File: config.mk
export PLATFORM = sky130hd
export DESIGN_NAME = game_ctrl
export DESIGN_NICKNAME = d
export VERILOG_FILES = /design/src/rtl/game_ctrl.sv
export SDC_FILE = /design/constraint.sdc
export NUM_CORES = 1
export LEC_CHECK = 0
export CORE_MARGIN = 4
export CORE_UTILIZATION = 40
export DETAILED_ROUTE_END_ITERATION = 8
export PLACE_DENSITY_LB_ADDON = 0.2
export SYNTH_ARGS = -nofsm -noshare
export SYNTH_HDL_FRONTEND = slang
export SYNTH_SLANG_ARGS = --single-unit
File: constraint.sdc
create_clock -name clk -period 4.8 [get_ports clk]
set_clock_uncertainty 0.1 [all_clocks]
set_input_delay 0.96 -clock clk [delete_from_list [all_inputs] [get_ports clk]]
set_output_delay 0.96 -clock clk [all_outputs]
set_load 0.03 [all_outputs]
File: src/rtl/game_ctrl.sv
// game_ctrl: game-flow sequencer for a maze game.
// It tracks the attract/ready/play/pause/death/clear/over phases, the lives
// and level counters, and a frame-based dwell timer. Its Moore outputs gate
// gameplay motion and drive the HUD.
module game_ctrl #(
  parameter int               KEY_W        = 8,
  parameter logic [KEY_W-1:0] KEY_START    = KEY_W'(8'h2C),
  parameter logic [KEY_W-1:0] KEY_PAUSE    = KEY_W'(8'h13),
  parameter int               LIVES        = 3,
  parameter int               LEVELS       = 8,
  parameter int               READY_FRAMES = 120,
  parameter int               DEATH_FRAMES = 90,
  parameter int               CLEAR_FRAMES = 60,
  parameter int               OVER_FRAMES  = 180
) (
  input  logic                      clk,
  input  logic                      rst_n,
  input  logic [KEY_W-1:0]          keycode,
  input  logic                      frame_tick,
  input  logic                      pellets_clear,
  input  logic                      caught,
  output logic                      start,
  output logic                      stop,
  output logic                      paused,
  output logic [2:0]                state,
  output logic [3:0]                lives,
  output logic [$clog2(LEVELS)-1:0] level,
  output logic                      level_up,
  output logic                      game_over
);

  localparam int LVL_W = $clog2(LEVELS);

  // Dwell reload values, narrowed once to the 12-bit timer width
  localparam logic [11:0] T_READY = 12'(READY_FRAMES);
  localparam logic [11:0] T_DEATH = 12'(DEATH_FRAMES);
  localparam logic [11:0] T_CLEAR = 12'(CLEAR_FRAMES);
  localparam logic [11:0] T_OVER  = 12'(OVER_FRAMES);
  localparam logic [3:0]  L_INIT  = 4'(LIVES);
  localparam logic [LVL_W-1:0] L_LAST = LVL_W'(LEVELS - 1);

  typedef enum logic [2:0] {
    S_ATTRACT = 3'd0,
    S_READY   = 3'd1,
    S_PLAY    = 3'd2,
    S_PAUSE   = 3'd3,
    S_DEATH   = 3'd4,
    S_CLEAR   = 3'd5,
    S_OVER    = 3'd6,
    S_BAD     = 3'd7
  } state_t;

  state_t           state_reg, state_next;
  logic [11:0]      timer_reg, timer_next;
  logic [3:0]       lives_reg, lives_next;
  logic [LVL_W-1:0] level_reg, level_next;
  logic             level_up_reg, level_up_next;
  logic [KEY_W-1:0] prev_key_reg;

  logic key_changed;
  logic start_press;
  logic pause_press;
  logic dwell;
  logic expire;

  // A held key counts once: only the cycle where the code first appears is a press
  assign key_changed = (keycode != prev_key_reg);
  assign start_press = key_changed && (keycode == KEY_START);
  assign pause_press = key_changed && (keycode == KEY_PAUSE);

  // Timer only runs in the four timed phases; expiry is the tick seen at count 1
  assign dwell  = (state_reg == S_READY) || (state_reg == S_DEATH) ||
                  (state_reg == S_CLEAR) || (state_reg == S_OVER);
  assign expire = frame_tick && (timer_reg == 12'd1);

  // State, counters, timer and previous keycode registers
  always_ff @(posedge clk or negedge rst_n) begin
    if (!rst_n) begin
      state_reg    <= S_ATTRACT;
      timer_reg    <= 12'd0;
      lives_reg    <= 4'd0;
      level_reg    <= '0;
      level_up_reg <= 1'b0;
      prev_key_reg <= '0;
    end else begin
      state_reg    <= state_next;
      timer_reg    <= timer_next;
      lives_reg    <= lives_next;
      level_reg    <= level_next;
      level_up_reg <= level_up_next;
      prev_key_reg <= keycode;
    end
  end

  // Next-state, counter updates and timer loads; an entry load overrides the tick decrement
  always_comb begin
    state_next    = state_reg;
    timer_next    = timer_reg;
    lives_next    = lives_reg;
    level_next    = level_reg;
    level_up_next = 1'b0;

    if (dwell && frame_tick && (timer_reg != 12'd0)) begin
      timer_next = timer_reg - 12'd1;
    end

    case (state_reg)
      S_ATTRACT: begin
        if (start_press) begin
          state_next = S_READY;
          lives_next = L_INIT;
          level_next = '0;
          timer_next = T_READY;
        end
      end

      S_READY: begin
        if (expire) begin
          state_next = S_PLAY;
        end
      end

      S_PLAY: begin
        // Being caught outranks finishing the maze, which outranks pausing
        if (caught) begin
          state_next = S_DEATH;
          lives_next = (lives_reg != 4'd0) ? (lives_reg - 4'd1) : 4'd0;
          timer_next = T_DEATH;
        end else if (pellets_clear) begin
          state_next = S_CLEAR;
          timer_next = T_CLEAR;
        end else if (pause_press) begin
          state_next = S_PAUSE;
        end
      end

      S_PAUSE: begin
        if (pause_press) begin
          state_next = S_PLAY;
        end
      end

      S_DEATH: begin
        if (expire) begin
          if (lives_reg == 4'd0) begin
            state_next = S_OVER;
            timer_next = T_OVER;
          end else begin
            state_next = S_READY;
            timer_next = T_READY;
          end
        end
      end

      S_CLEAR: begin
        if (expire) begin
          state_next    = S_READY;
          timer_next    = T_READY;
          level_up_next = 1'b1;
          level_next    = (level_reg == L_LAST) ? '0 : (level_reg + 1'b1);
        end
      end

      S_OVER: begin
        // Lives and level are left showing until the next game starts
        if (start_press || expire) begin
          state_next = S_ATTRACT;
        end
      end

      default: begin
        state_next = S_ATTRACT;
      end
    endcase
  end

  // Moore output decode
  assign start     = (state_reg == S_PLAY);
  assign stop      = ~start;
  assign paused    = (state_reg == S_PAUSE);
  assign game_over = (state_reg == S_OVER);
  assign state     = state_reg;
  assign lives     = lives_reg;
  assign level     = level_reg;
  assign level_up  = level_up_reg;

endmodule

### Yosys cells after proc, flatten, opt, wreduce, memory -nomap -nowiden

Cells that the tools add are included.
W data, S select, Z words.

* mux-type cells: 29
* eq/ne operators: 19
* bitwise operators: 1
* reduce and logical (&&, ||, !) cells: 18
* add/sub/neg operators: 3

Operators with widths (count)
* $mux W12: 6
* $pmux W12 S4: 1
* $mux W3: 13
* $pmux W3 S7: 1
* $eq A12 B1 Y1 const B: 1
* $eq A3 B3 Y1 const B: 4
* $mux W4: 3
* $reduce_bool A12 Y1: 1
* $sub A12 B1 Y12 const B: 1
* $ne A2 B2 Y1 const B: 5
* $eq A8 B5 Y1 const B: 1
* $eq A8 B6 Y1 const B: 1
* $mux W8: 1
* $ne A8 B8 Y1: 1
* $pmux W4 S2: 1
* $reduce_and A7 Y1: 1
* $eq A3 B2 Y1 const B: 2
* $pmux W3 S2: 1
* $reduce_and A3 Y1: 2
* $logic_and A1 B1 Y1: 5
* $logic_not A4 Y1: 1
* $logic_or A1 B1 Y1: 4
* $ne A2 B1 Y1 const B: 2
* $ne A4 B3 Y1 const B: 1
* 8 further kinds: 10

* output and inout bits: 15
* bits in registers: 31
* logic and storage cells: 76

### Logic depth before layout (Yosys ltp)

* depth after elaboration: 10
* mapped depth: 9
* mapped depth without buffers: 9

### Worst setup path after synthesis

No wires, ideal clock.

* path type: reg-to-output
* start: register state_reg[1], in the netlist state[1]
* end: output port game_over
* path buffers: 0
* cell stages (with the launch flop): 3
* setup slack: 2.124 ns
* arrival time: 1.616 ns
* cells stage by stage: dfrtp_1 clkinv_1 nor3_1

* cells in the longest elaborated chain, start to end: 1

Ends and longest elaborated chain
* start: declaration: RTL line 53 `state_t state_reg, state_next;`
* start signal: assignment: RTL line 86 `state_reg <= state_next;`
* $eq A3 B3 Y1: RTL line 181 `assign game_over = (state_reg == S_OVER);`
* end: declaration: RTL line 29 `output logic game_over`

No other way between the ends.

### Final worst setup path

* start: register state_reg[0], in the netlist state[0]
* end: output port start

* cells in the longest elaborated chain, start to end: 1

Ends and longest elaborated chain
* $eq A3 B2 Y1: RTL line 178 `assign start = (state_reg == S_PLAY);`
* end: declaration: RTL line 22 `output logic start,`

No other way between the ends.

==> flow_summary_export.csv <==
group,metric,value,unit
grt,grt_pass1_wl,7272,um
placed_design,port_buffers,27,
worst_setup_path,path_max_fanout,16,
synth,synth.avg_cell_area,9.612,um2
outcome,outcome,"finished, final reports clean",
synth,synth_cell_types,57,
worst_setup_path,arrival,2.31,ns
clock_network,clk_path_buf_depth,2,
layout,area_delta_synth_final,22.30,%
timing,fin_crit_sh,0.7020,
die,rows,24,
clock_network,holdBufCountCts,0,
timing,finalHoldViolCount,0,
worst_setup_path,crit_chain,"nor2_1 > nand2_1 > clkinv_1 > clkdlybuf4s50_1",
timing,worst_hold_slack,0.4362,ns
grt,grt_start_max_net_pins,32,
synth,synth.ff_latch_count,31,
clock_network,insertion_delay,0.29,ns
routing,drt_first_pass_iters,4,
grt,antenna_found_initial,0,
clock_network,clock-sinks,31,
worst_hold_path,hp-class,"register to register",
routing,routed_wl,4040,um
worst_setup_path,slowest_stage,"clkdlybuf4s50_1",
die,die_h,75.93,um
worst_setup_path,cp.required,3.74,ns
clock_network,post_cts_buffers,0,
layout,largest_reg_flops,12,
grt,grt-ovfl-total,0,
pwr,peakVddDrop,0.2863,mV
synth,synth-edff-count,0,
synth,yosysTopAreaCell,"dfrtp_1",
timing,fin_setup_tns,0,ns
clock_network,cts_buffers,5,
timing,rsz0062_at_grt,"no",
routing,wire_per_inst,14.74,um
timing,setup_violations,0,
worst_setup_path,crit_buf_inv,2,
worst_setup_path,crit_path_max_incr_delay,0.70,ns
die,die_w,75.93,um
layout,layout-drive-gt1-share,0.1036,
grt,first_global_vias,1580,
routing,vias,1534,
clock_network,cts_root_buf,"clkbuf_8",
timing,max_freq,0.2968,GHz
routing,final_antenna_net_count,0,
synth,synthTopCellsByArea,"dfrtp_1 (42%), xor2_1 (5.7%), nor2_1 (3.7%), nand2_1 (2.8%), ha_1 (2.7%)",
layout,nNetsFinal,238,
die,core,4414,um2
synth,ys.flop_type,"dfrtp_1",
worst_setup_path,critPathKind,"register to output port",
synth,synth_fp_nets,209,
pwr,p_leak,0.9484,nW
synth,synthCells,192,
timing,tightest_slew,0.6670,ns
die,initial_core_util,0.4181,
routing,post-route-drc-count,0,
routing,avgViaCountPerCell,5.599,
clock_network,tritoncts,"built",
clock_network,clk_pin_slew_worst_paths,0.06,ns
synth,synthesis.area,1846,um2
placed_design,gp_congestion,0.8093,
timing,relSlewSlack,0.5512,
pwr,powerDensity,489.7,nW/um2
worst_setup_path,crit_family,"buffers and inverters",
layout,antenna_cells,0,
clock_network,cts_resized,0,
grt,gr-usage-all-layers,0.1531,
synth,yosys.area.top_type_share,0.4203,
die,die_area,5765,um2
placed_design,post-dp-hpwl,2891,um
timing,slew_viol_final,0,
run,maxCapViolCount,0,
synth,synthArstFlopShare,1.000,
die,pin_count,28,
synth,yosysSeqAreaShare,0.4203,
synth,yosysWarnings,0,
clock_network,htree_num_levels,2,
timing,period_needed,3.370,ns
worst_setup_path,critPathLaunchType,"register",
routing,drtIter0Drc,109,
worst_setup_path,critPathCaptureType,"output port",
==> cell type report <==
type                            count  area (um2)
Fill cell                         403        2157
Multi-Input combinational cell    148        1012
Sequential cell                    31       775.7
Timing Repair Buffer               28       277.8
Clock buffer                        8       100.1
Tap cell                           52       65.06
Inverter                            7       26.28
==> power by group <==
part           total (mW)  switching, mW  internal [mW]  leakage [nW]
Sequential          0.424         0.0928          0.331         0.391
Combinational       0.455          0.252          0.203         0.506
Clock               0.227         0.0961          0.131        0.0515
==> final timing paths <==
path	startpoint	end	slack (ns)	cells after the start
max in group asynchronous	rst_n	timer_reg[0]	3.34	2
min reg2reg	level[0]	level[0]	0.44	1
max reg2reg	state[0]	timer_reg[6]	2.51	6
max	state[0]	start	1.43	4
min in group asynchronous	rst_n	prev_key_reg[4]	0.97	2
min	level[0]	level[0]	0.44	1
==> synth_stat cells, types with 3 or more instances <==
| master | n |
|---|---|
| o21ai_0 | 9 |
| nand3_1 | 3 |
| ha_1 | 4 |
| xor2_1 | 12 |
| nand2_1 | 14 |
| inv_1 | 5 |
| a21oi_1 | 6 |
| o211ai_1 | 4 |
| xnor2_1 | 5 |
| nor2_1 | 18 |
| nor4_1 | 6 |
| nor3_1 | 8 |
| dfrtp_1 | 31 |
| a211oi_1 | 6 |
==> cell families after synthesis <==
logic type / count (synthesis) / share of synthesized area
flip-flops: 31 / 0.4203
XOR/XNOR: 17 / 0.08068
AO/OA/AOI/OAI: 46 / 0.1776
buffers and inverters: 13 / 0.03118
adder cells (fa/ha/maj): 4 / 0.02712
AND/OR/NAND/NOR: 77 / 0.2325
multiplexers: 4 / 0.03051
==> layer usage <==
metal / global-route usage / wire length [um] / up-vias / share of wire
li1: - / - / 758 / -
met1: 0.2125 / 2035 / 730 / 0.50
met2: 0.2149 / 1730 / 39 / 0.43
met3: 0.05450 / 218 / 7 / 0.054
met4: 0.06228 / 55 / 0 / 0.014
met5: 0 / 0 / - / 0
==> per-stage QoR <==
stage / setup WS, ns / utilization / area [um2] / power (mW) / std cells
final: 1.430 / 0.5113 / 2257 / 1.105 / 274
after global routing: 1.248 / 0.5113 / 2257 / 1.192 / 274
after CTS: 1.441 / 0.5113 / 2257 / 1.112 / 274
after detailed placement: 1.613 / 0.4887 / 2157 / 0.8794 / 266
after global placement: 1.684 / 0.4887 / 2157 / 0.8795 / 266
after floorplan: 2.124 / - / 1846 / 0.7515 / 192
==> cell usage in the layout (no fill, tap or decap), types with 2 or more instances in the layout <==
cell / synthesis / routed
a211o_1: 2 / 2
a211oi_1: 6 / 6
a21oi_1: 6 / 6
a22o_1: 2 / 2
a22oi_1: 2 / 2
a31o_2: 2 / 2
and2_1: 2 / 2
and2b_1: 2 / 2
and3_1: 2 / 2
clkbuf_8: 0 / 7
clkdlybuf4s50_1: 0 / 27
clkinv_1: 2 / 2
dfrtp_1: 31 / 31
ha_1: 4 / 4
inv_1: 5 / 5
mux2_2: 2 / 2
nand2_1: 14 / 14
nand3_1: 3 / 3
nand4_1: 2 / 2
nor2_1: 18 / 18
nor2b_1: 2 / 2
nor3_1: 8 / 8
nor3_2: 2 / 2
nor4_1: 6 / 6
nor4_2: 2 / 2
nor4b_1: 2 / 2
o211ai_1: 4 / 4
o21ai_0: 9 / 9
or2_2: 2 / 2
or3_1: 2 / 2
xnor2_1: 5 / 5
xor2_1: 12 / 12
Note: power is estimated with default switching activity, not from simulation.
